==> src/rtl/mem_pkg.sv <==
// Shared encodings for the MEM stage: access sizes, FSM states, exception codes
// and the alignment rule.
package mem_pkg;

    typedef enum logic [1:0] {
        SzByte  = 2'd0,
        SzHalf  = 2'd1,
        SzWord  = 2'd2,
        SzDword = 2'd3
    } size_e;

    typedef enum logic [1:0] {
        StIdle = 2'd0,
        StReq  = 2'd1,
        StWait = 2'd2,
        StDone = 2'd3
    } state_e;

    localparam logic [1:0] ExcNone     = 2'd0;
    localparam logic [1:0] ExcMisalign = 2'd1;
    localparam logic [1:0] ExcTimeout  = 2'd2;

    localparam int unsigned CntW = 10;

    // A dword on a 32-bit datapath has no legal alignment, so it is flagged too.
    function automatic logic misaligned(input logic [1:0] size, input logic [2:0] addr,
                                        input logic dword_ok);
        logic m;
        case (size)
            SzByte:  m = 1'b0;
            SzHalf:  m = addr[0];
            SzWord:  m = |addr[1:0];
            default: m = !dword_ok || (|addr);
        endcase
        return m;
    endfunction

endpackage

==> src/rtl/mem_lane_align.sv <==
// Byte-lane steering: store strobes, store data replication and load extract/extend.
// Purely combinational.
module mem_lane_align
    import mem_pkg::*;
#(
    parameter int unsigned DATA_W = 32
) (
    input  logic [1:0]                   size,
    input  logic [$clog2(DATA_W/8)-1:0]  lane,
    input  logic                         sign,
    input  logic [DATA_W-1:0]            wdata,
    input  logic [DATA_W-1:0]            rdata,
    output logic [DATA_W/8-1:0]          wstrb,
    output logic [DATA_W-1:0]            wdata_rep,
    output logic [DATA_W-1:0]            rdata_ext
);
    localparam int unsigned NB = DATA_W / 8;

    logic [DATA_W-1:0] shifted;
    logic [DATA_W-1:0] mask;
    logic [NB-1:0]     base;
    logic              msb;

    assign shifted = rdata >> {lane, 3'b000};

    always_comb begin
        base      = '0;
        mask      = '0;
        msb       = 1'b0;
        wdata_rep = '0;
        case (size)
            SzByte: begin
                base      = NB'(1);
                mask      = DATA_W'(64'hFF);
                msb       = shifted[7];
                wdata_rep = {NB{wdata[7:0]}};
            end
            SzHalf: begin
                base      = NB'(3);
                mask      = DATA_W'(64'hFFFF);
                msb       = shifted[15];
                wdata_rep = {(NB/2){wdata[15:0]}};
            end
            SzWord: begin
                base      = NB'(15);
                mask      = DATA_W'(64'hFFFF_FFFF);
                msb       = shifted[31];
                wdata_rep = {(DATA_W/32){wdata[31:0]}};
            end
            default: begin
                base      = '1;
                mask      = '1;
                msb       = shifted[DATA_W-1];
                wdata_rep = wdata;
            end
        endcase
    end

    assign wstrb     = base << lane;
    assign rdata_ext = (shifted & mask) | ((sign && msb) ? ~mask : '0);

endmodule

==> src/rtl/mem_hs.sv <==
// MEM pipeline stage: valid/allowin handshake with EX and WB, request/response
// handshake with data memory, alignment and timeout exceptions.
module mem_hs
    import mem_pkg::*;
#(
    parameter int unsigned DATA_W  = 32,
    parameter int unsigned TIMEOUT = 255
) (
    input  logic                clk,
    input  logic                rst_n,
    input  logic                ctl_mem_valid_i,
    output logic                ctl_mem_allowin_o,
    input  logic                ex_load_i,
    input  logic                ex_store_i,
    input  logic                ex_sign_i,
    input  logic [1:0]          ex_size_i,
    input  logic [31:0]         ex_addr_i,
    input  logic [DATA_W-1:0]   ex_wdata_i,
    input  logic [4:0]          ex_dest_i,
    input  logic                ex_we_i,
    input  logic [31:0]         ex_pc_i,
    output logic                dm_req_o,
    output logic                dm_wr_o,
    output logic [31:0]         dm_addr_o,
    output logic [DATA_W/8-1:0] dm_wstrb_o,
    output logic [DATA_W-1:0]   dm_wdata_o,
    input  logic                dm_addr_ok_i,
    input  logic                dm_data_ok_i,
    input  logic [DATA_W-1:0]   dm_rdata_i,
    output logic                wb_valid_o,
    input  logic                wb_allowin_i,
    output logic [4:0]          wb_dest_o,
    output logic                wb_we_o,
    output logic [DATA_W-1:0]   wb_result_o,
    output logic [31:0]         wb_pc_o,
    output logic                wb_excp_o,
    output logic [1:0]          wb_excp_code_o,
    output logic [4:0]          ctl_mem_dest_o
);
    localparam int unsigned LB = $clog2(DATA_W / 8);

    state_e            state_q, state_d;
    logic [CntW-1:0]   cnt_q, cnt_d;
    logic              load_q, store_q, sign_q, we_q, excp_q;
    logic [1:0]        size_q, code_q;
    logic [31:0]       addr_q, pc_q;
    logic [DATA_W-1:0] wdata_q, result_q;
    logic [4:0]        dest_q;

    logic              accept, is_mem, mis, to_hit, timeout_ev, data_ev;
    logic [CntW:0]     cnt_up;
    logic [DATA_W/8-1:0] strb;
    logic [DATA_W-1:0] wdata_rep, rdata_ext;

    assign is_mem = ex_load_i | ex_store_i;
    assign mis    = misaligned(ex_size_i, ex_addr_i[2:0], DATA_W == 64);
    assign accept = ctl_mem_valid_i & ctl_mem_allowin_o;
    assign cnt_up = {1'b0, cnt_q} + 1'b1;
    assign to_hit = cnt_up >= (CntW + 1)'(TIMEOUT);

    // Handshake progress wins over the timeout when both land on the same cycle.
    assign timeout_ev = ((state_q == StReq) && !dm_addr_ok_i && to_hit) ||
                        ((state_q == StWait) && !dm_data_ok_i && to_hit);
    assign data_ev    = (state_q == StWait) && dm_data_ok_i;

    mem_lane_align #(
        .DATA_W(DATA_W)
    ) u_align (
        .size      (size_q),
        .lane      (addr_q[LB-1:0]),
        .sign      (sign_q),
        .wdata     (wdata_q),
        .rdata     (dm_rdata_i),
        .wstrb     (strb),
        .wdata_rep (wdata_rep),
        .rdata_ext (rdata_ext)
    );

    always_ff @(posedge clk or negedge rst_n) begin
        if (!rst_n) state_q <= StIdle;
        else        state_q <= state_d;
    end

    always_comb begin
        state_d = state_q;
        cnt_d   = cnt_q;
        case (state_q)
            StReq: begin
                cnt_d = cnt_up[CntW-1:0];
                if (dm_addr_ok_i)  state_d = StWait;
                else if (to_hit)   state_d = StDone;
            end
            StWait: begin
                cnt_d = cnt_up[CntW-1:0];
                if (dm_data_ok_i || to_hit) state_d = StDone;
            end
            StDone: if (wb_allowin_i) state_d = StIdle;
            default: ;
        endcase
        if (accept) begin
            cnt_d   = '0;
            state_d = (is_mem && !mis) ? StReq : StDone;
        end
    end

    always_comb begin
        ctl_mem_allowin_o = (state_q == StIdle) || ((state_q == StDone) && wb_allowin_i);
        dm_req_o          = (state_q == StReq);
        dm_wr_o           = dm_req_o && store_q;
        dm_addr_o         = dm_req_o ? addr_q : '0;
        dm_wstrb_o        = dm_wr_o ? strb : '0;
        dm_wdata_o        = dm_wr_o ? wdata_rep : '0;
        wb_valid_o        = (state_q == StDone);
        ctl_mem_dest_o    = ((state_q != StIdle) && we_q) ? dest_q : '0;
    end

    always_ff @(posedge clk or negedge rst_n) begin
        if (!rst_n) begin
            cnt_q    <= '0;
            load_q   <= 1'b0;
            store_q  <= 1'b0;
            sign_q   <= 1'b0;
            we_q     <= 1'b0;
            size_q   <= '0;
            addr_q   <= '0;
            pc_q     <= '0;
            wdata_q  <= '0;
            dest_q   <= '0;
            result_q <= '0;
            excp_q   <= 1'b0;
            code_q   <= ExcNone;
        end else begin
            cnt_q <= cnt_d;
            if (accept) begin
                load_q   <= ex_load_i;
                store_q  <= ex_store_i;
                sign_q   <= ex_sign_i;
                we_q     <= ex_we_i;
                size_q   <= ex_size_i;
                addr_q   <= ex_addr_i;
                pc_q     <= ex_pc_i;
                wdata_q  <= ex_wdata_i;
                dest_q   <= ex_dest_i;
                excp_q   <= is_mem && mis;
                code_q   <= (is_mem && mis) ? ExcMisalign : ExcNone;
                result_q <= is_mem ? '0 : DATA_W'(ex_addr_i);
            end else if (timeout_ev) begin
                excp_q   <= 1'b1;
                code_q   <= ExcTimeout;
                result_q <= '0;
            end else if (data_ev) begin
                result_q <= load_q ? rdata_ext : '0;
            end
        end
    end

    assign wb_dest_o      = dest_q;
    assign wb_we_o        = we_q && !excp_q;
    assign wb_result_o    = result_q;
    assign wb_pc_o        = pc_q;
    assign wb_excp_o      = excp_q;
    assign wb_excp_code_o = code_q;

endmodule

==> config.mk <==
export PLATFORM = sky130hd
export DESIGN_NAME = mem_hs
export DESIGN_NICKNAME = d
export VERILOG_FILES = /design/src/rtl/mem_pkg.sv /design/src/rtl/mem_lane_align.sv /design/src/rtl/mem_hs.sv
export SDC_FILE = /design/constraint.sdc
export NUM_CORES = 1
export LEC_CHECK = 0
export ABC_AREA = 1
export BUFFER_PORTS_ARGS = -buffer_cell sky130_fd_sc_hd__buf_2
export CORE_MARGIN = 3
export CORE_UTILIZATION = 51
export CTS_CLUSTER_SIZE = 8
export DETAILED_ROUTE_END_ITERATION = 10
export GPL_TIMING_DRIVEN = 1
export HOLD_SLACK_MARGIN = 0.12
export PLACE_DENSITY_LB_ADDON = 0.3
export SLEW_MARGIN = 30
export SYNTH_ARGS = -nofsm -noshare
export SYNTH_HDL_FRONTEND = slang
export SYNTH_SLANG_ARGS = --single-unit
==> constraint.sdc <==
create_clock -name clk -period 3.15 [get_ports clk]
set_clock_uncertainty 0.2 [all_clocks]
set_input_delay 0.7875 -clock clk [delete_from_list [all_inputs] [get_ports clk]]
set_output_delay 0.7875 -clock clk [all_outputs]
set_load 0.01 [all_outputs]
[Word-level counts from Yosys, hierarchy flattened]
Index checks and enable logic that the tools add are counted.
Word-level totals
  bits in registers: 154
Cells by class
  shifts and indexed selects: 2
  bitwise logic cells: 5
  multiplexer cells: 29
  $lt $le $gt $ge: 1
  eq/ne operators: 9
  $add $sub $neg: 1
  reductions and logical operators: 30
Operators by type and width (number)
  32-bit two-way mux: 8
  32-bit one-hot mux with 2 select lines: 2
  32-bit bitwise AND: 1
  32-bit inverter: 1
  32-bit bitwise OR: 1
  32-bit by 5-bit >> shifter with 32-bit output: 1
  10-bit two-way mux: 2
  2-bit two-way mux: 8
  1-bit logical AND: 12
  10-bit by 1-bit adder with 11-bit output, second input constant: 1
  11-bit by 8-bit >= comparator with 1-bit output, second input constant: 1
  4-bit one-hot mux with 2 select lines: 1
  2-bit by 1-bit equality test with 1-bit output, second input constant: 3
  2-bit equality test, second input constant: 3
  2-bit zero test: 3
  2-bit one-hot mux with 3 select lines: 1
  2-bit nonzero test: 3
  5-bit two-way mux: 1
  1-bit zero test: 4
  4-bit two-way mux: 1
  4-bit by 1-bit inequality test with 1-bit output, second input constant: 1
  4-bit AND reduction: 1
  4-bit nonzero test: 1
  2-bit OR reduction: 2
  10 further kinds: 14

[Depth between registers and ports, before layout]
  word-level depth: 9
  depth in mapped cells: 17
  mapped depth without buffers: 15

[Cells and area by module]
Synthesis repeated with hierarchy kept, for this count alone.
Second synthesis, totals
  cell total of the unflattened synthesis: 1317
  area total of the unflattened synthesis: 8740.9 um^2
Modules (own cells, without submodules)
  mem_hs: times used 1, area an instance 7597.3 um^2, cells an instance 1061, sequential area each 3853.7 um^2
  mem_lane_align: times used 1, area an instance 1143.6 um^2, cells an instance 256, sequential area each 0.0 um^2

[Worst setup path before layout]
No wires, ideal clock.
  path type: flip-flop to output port
  start: reg state_q[1]
  end: out dm_wdata_o[27]
  buffers on the path: 2
  setup slack: 0.295 ns
  stages on the path, launching flop included: 9
  data arrival time: 1.867 ns
  path through: dfrtp_1 > inv_1 > ha_1 > clkbuf_1 > nand2_1 > inv_1 > clkbuf_1 > o21ai_0 > nor2_1
Between the ends
  cells in the longest elaborated chain, start to end: 3
Ends and longest elaborated chain
  start: declaration: RTL line mem_hs.sv:42  | state_e state_q, state_d;
  start signal: assignment: RTL line mem_hs.sv:80  | if (!rst_n) state_q <= StIdle;
  start signal: assignment: RTL line mem_hs.sv:81  | else state_q <= state_d;
  2-bit by 1-bit equality test with 1-bit output: RTL line mem_hs.sv:108  | dm_req_o = (state_q == StReq);
  net dm_req_o: RTL line mem_hs.sv:22  | output logic dm_req_o,
  1-bit logical AND: RTL line mem_hs.sv:109  | dm_wr_o = dm_req_o && store_q;
  net dm_wr_o: RTL line mem_hs.sv:23  | output logic dm_wr_o,
  32-bit two-way mux: RTL line mem_hs.sv:112  | dm_wdata_o = dm_wr_o ? wdata_rep : '0;
  end: declaration: RTL line mem_hs.sv:26  | output logic [DATA_W-1:0] dm_wdata_o,
The timed path passes the listed nets, and every way through them passes these cells.

[Worst setup path after layout]
  start: reg size_q[0]
  end: out dm_wdata_o[24]
Between the ends
  cells in the longest elaborated chain, start to end: 3
  elaborated cells between the ends (all ways): 4
  classes of those cells: 1 x eq/ne; 2 x mux; 1 x reduce/logical
Ends and longest elaborated chain
  start: declaration: RTL line mem_hs.sv:45  | logic [1:0] size_q, code_q;
  start signal: assignment: RTL line mem_hs.sv:139  | size_q <= ex_size_i;
  2-bit by 1-bit equality test with 1-bit output or 2-bit zero test (tied branches): RTL line mem_lane_align.sv:31  | case (size)
  32-bit one-hot mux with 2 select lines *: RTL line mem_lane_align.sv:31
  32-bit two-way mux *: RTL line mem_hs.sv:112
Mark *: on every way between the ends. The rest lies on a longest branch, timed or not.

==> impl_summary.txt <==
----------------------------------------------------
[Synthesis]
  Distinct cell type count after synthesis ... 33
  Register area share after synthesis ... a little under half
  Average instance area after synthesis ... 6.988 sq um
  Share of synthesized flip-flops with an asynchronous set or reset ... 100.0%
  Count of flip-flops with a built-in enable after synthesis ... 0
  Most used DFF post-synth ... sky130_fd_sc_hd__dfrtp_1
  Cell area after technology mapping ... between 0.008 and 0.009 sq mm
  Cells after Synth ... 1180
  Mapped Nets ... ~1300
  Yosys Warn Count ... 0
  Number of register bits inferred by synthesis ... between 150 and 200

[Timing]
  Period utilization ... about 95%
  Period minus WS final ... approximately 3.0 ns
  Final sum of negative setup slack ... 0 ns
  Worst slew pin tran ... just over 0.7 ns
  Hold slack ... 0.1432 ns
  Timing-limited maximum frequency ... ~0.33 GHz
  Final setup violation count ... 0
  Final Hold Vio Count ... 0
  Setup repair after global routing missed its margin ... false
  Relative max-transition margin ... between 50% and 60%
  Final max-slew violation count ... 0
  Minimum setup slack in the final design ... around 0.16 ns

[Clocking]
  Clock edge transition at the registers on the reported setup and hold paths ... approximately 0.060 ns
  CTS tree ... done
  Hold_buf cts ... 0
  Bufs on Longest Clock Path ... 2
  Number of buffers created by CTS ... 17
  Clk sinks ... 154
  CTS HTree Levels ... 4
  Clock network latency to the later pin of the worst-skew pair ... 0.42 ns
  Cell at the root of the clock tree ... sky130_fd_sc_hd__clkbuf_16

[Pwr]
  Worst vdd rail ir drop ... approximately 0.50 mV
  Cell Int Power ... 5745 uW
  Power per cell area ... approximately 960 mW/mm^2
  Total net switching power ... between 4000 and 5000 uW
  Proportion of power drawn by flip-flops and latches ... approximately 34%
  Leakage ... approximately 0.0064 uW
  Clock network fraction of design power ... between 20% and 30%
  Combinational fraction of design power ... between 40% and 50%
  Net Sw Frac ... around 43%

[GRT]
  Total global routing overflow ... 0
  Antenna violations before repair ... 1
  Vias in the first global route ... between 8000 and 9000
  Maximum number of pins on one net before global-route repair ... 96
  Total track usage ... 29.11%
  Global-route wire length before repair ... around 42000 um

[Drt]
  Drt drc ... 0
  Ratio of routed vias to standard cells ... about 5.3
  Iteration count of the initial detailed-routing pass ... 5
  Wirelength, routed ... between 20000 and 30000 um
  Count of routing violations after the opening detailed-route iteration ... roughly 890
  Vias after detailed routing ... between 8000 and 9000
  Detail Route Antenna Nets ... 0
  Avg WL per Cell ... between 15 and 20 um

[Floorplan]
  Width of the die ... between 100 and 150 um
  Die area ... about 0.018 sq mm
  Placeable Area ... between 0.015 and 0.02 sq mm
  Initial core utilization ... a little over half
  Overall die height ... 133.2 um
  Number of rows in the core area ... 45
  I/O Pins ... a little under 300

[Finish]
  Final design area excluding fillers ... ~0.010 sq mm
  Antenna fix cells ... 0
  Net count, final ... roughly 1600
  Ratio of cells with drive above 1 in the final layout ... 24.95%
  Area Overhead vs Synth ... 27.30%

[Setup path]
  Timing startpoint of the critical path ... size_q[0]
  Critical R2R Launch ... state_q[1]
  Endpoint arrival time on the critical path ... approximately 2 ns
  Kind of launch point of the worst setup path ... register
  Setup CP Type ... register to output pin
  Critical-path maximum fanout ... 15
  Setup crit end kind ... output pin
  Data required, critical path ... approximately 2.2 ns

[Place]
  Worst slack at placement ... 0.2677 ns
  Half-perimeter wire length after placement ... about 18000 um
  Count of input and output buffers ... approximately 300
  Post-place instance area ... between 0.009 and 0.01 sq mm
  Final estimated routing congestion in global placement ... 0.8950

[Run status]
  Status ... complete, no violations

[Job]
  Max_cap viols ... 0

[Hold path]
  Worst hold path class ... input port to asynchronous set/reset pin

----------------------------------------------------
[final cells by class]
class	count	area, sq um
multi-input combinational	861	3736
fill	1359	4987
sequential	154	3856
inverter	93	355.3
clock inverter	7	142.6
tap	211	264.0
clock buffer	22	464.2
timing repair buffer	314	1678
[critical path, cell delays in order (launching register included)]
cell and delay, ns:
sky130_fd_sc_hd__dfrtp_1 0.40, sky130_fd_sc_hd__inv_1 0.21, sky130_fd_sc_hd__nand2_1 0.15, sky130_fd_sc_hd__buf_4 0.23
sky130_fd_sc_hd__o21ai_0 0.35, sky130_fd_sc_hd__nor2_1 0.09, sky130_fd_sc_hd__buf_2 0.16
[synth_stat cells, types with 8 or more instances]
library cell / instances / share of area, %
sky130_fd_sc_hd__nand2_1: 553 / 25
sky130_fd_sc_hd__dfrtp_1: 154 / 47
sky130_fd_sc_hd__buf_2: 15 / 0.91
sky130_fd_sc_hd__clkbuf_1: 48 / 2.2
sky130_fd_sc_hd__a21oi_1: 25 / 1.5
sky130_fd_sc_hd__nor2_1: 86 / 3.9
sky130_fd_sc_hd__inv_1: 89 / 4.1
sky130_fd_sc_hd__o21ai_0: 60 / 3.6
sky130_fd_sc_hd__nand4_1: 33 / 2.5
sky130_fd_sc_hd__nand3_1: 51 / 3.1
sky130_fd_sc_hd__o22ai_1: 10 / 0.76
sky130_fd_sc_hd__ha_1: 8 / 1.2
[path summary, 6_finish.rpt]
path | end | cells after the start | slack, ns
worst max-delay path | dm_wdata_o[24] | 6 | 0.16
worst min-delay path | addr_q[2] | 1 | 0.14
worst max register to register | wb_result_o[14] | 9 | 0.37
worst min register to register | wdata_q[21] | 2 | 0.28
max in group asynchronous | size_q[1] | 2 | 1.81
min in group clk | wdata_q[21] | 2 | 0.28
[repair_timing]
action                     CTS  global route
resized for setup            1             6
setup endpoints to repair    3            15
gates cloned                 0             0
pin swaps                    0             1
buffers inserted             0             1
[placed cells by master, fill, tap and decap left out, types with 2 or more instances in the layout]
cell	n
sky130_fd_sc_hd__nand4_1	33
sky130_fd_sc_hd__buf_4	16
sky130_fd_sc_hd__inv_1	86
sky130_fd_sc_hd__clkbuf_8	2
sky130_fd_sc_hd__inv_2	4
sky130_fd_sc_hd__nand2_2	6
sky130_fd_sc_hd__o21ai_1	3
sky130_fd_sc_hd__buf_12	4
sky130_fd_sc_hd__clkbuf_1	3
sky130_fd_sc_hd__o22ai_1	10
sky130_fd_sc_hd__a311oi_1	7
sky130_fd_sc_hd__ha_1	8
sky130_fd_sc_hd__nor3_1	3
sky130_fd_sc_hd__clkbuf_16	17
sky130_fd_sc_hd__dfrtp_2	2
sky130_fd_sc_hd__a21oi_1	25
sky130_fd_sc_hd__bufinv_16	4
sky130_fd_sc_hd__nand3_1	51
sky130_fd_sc_hd__o21ai_0	58
sky130_fd_sc_hd__buf_2	293
sky130_fd_sc_hd__o221a_2	2
sky130_fd_sc_hd__clkinv_4	2
sky130_fd_sc_hd__nor2_2	2
sky130_fd_sc_hd__o221ai_1	7
sky130_fd_sc_hd__nand2_1	551
sky130_fd_sc_hd__nor2_1	85
sky130_fd_sc_hd__dfrtp_1	152
[routing by layer]
layer | GRT usage (%) | share of wire [%] | wire [um]
met4 | 8.629 | 1.7 | 439
met5 | 0 | 0.054 | 14
met1 | 39.86 | 42 | 10870
met3 | 8.384 | 9.7 | 2510
met2 | 45.40 | 47 | 12170
[state kept, by name (all words and copies together) (netlist names)]
| register | cells |
|---|---|
| wb_excp_code_o | 2 |
| wb_dest_o | 5 |
| cnt_q | 10 |
| sign_q | 1 |
| state_q | 2 |
| size_q | 2 |
| store_q | 1 |
| wb_result_o | 32 |
| we_q | 1 |
| load_q | 1 |
| wb_excp_o | 1 |
| addr_q | 32 |
| wdata_q | 32 |
| wb_pc_o | 32 |
[metrics by stage]
step                      power (uW)  cells  utilization (%)
after floorplan                 6282   1180                -
after global placement          7848   1632            63.77
after detailed placement        7933   1632            63.77
after CTS                      10120   1661            67.68
after global routing           10900   1662            67.79
final                          10130   1662            67.79
[power by group through the flow]
stage                     sequential, uW  combinational, uW  clock [uW]
final                               3400               4590        2140
after global routing                3490               5160        2250
after CTS                           3390               4570        2160
after detailed placement            3390               4540           0
after global placement              3390               4460           0
after floorplan                     3430               2850           0
[cells by family (layout without fill, tap and decap cells)]
group | count (synthesis) | in the layout | share of synthesized area, %
xor+xnor | 1 | 1 | 0.1062
fa+ha+maj | 8 | 8 | 1.214
flops | 154 | 154 | 46.74
simple gates | 734 | 734 | 35.52
compound gates | 118 | 118 | 8.316
buf+inv | 165 | 436 | 8.103
Power figures use the tool's default switching activity.
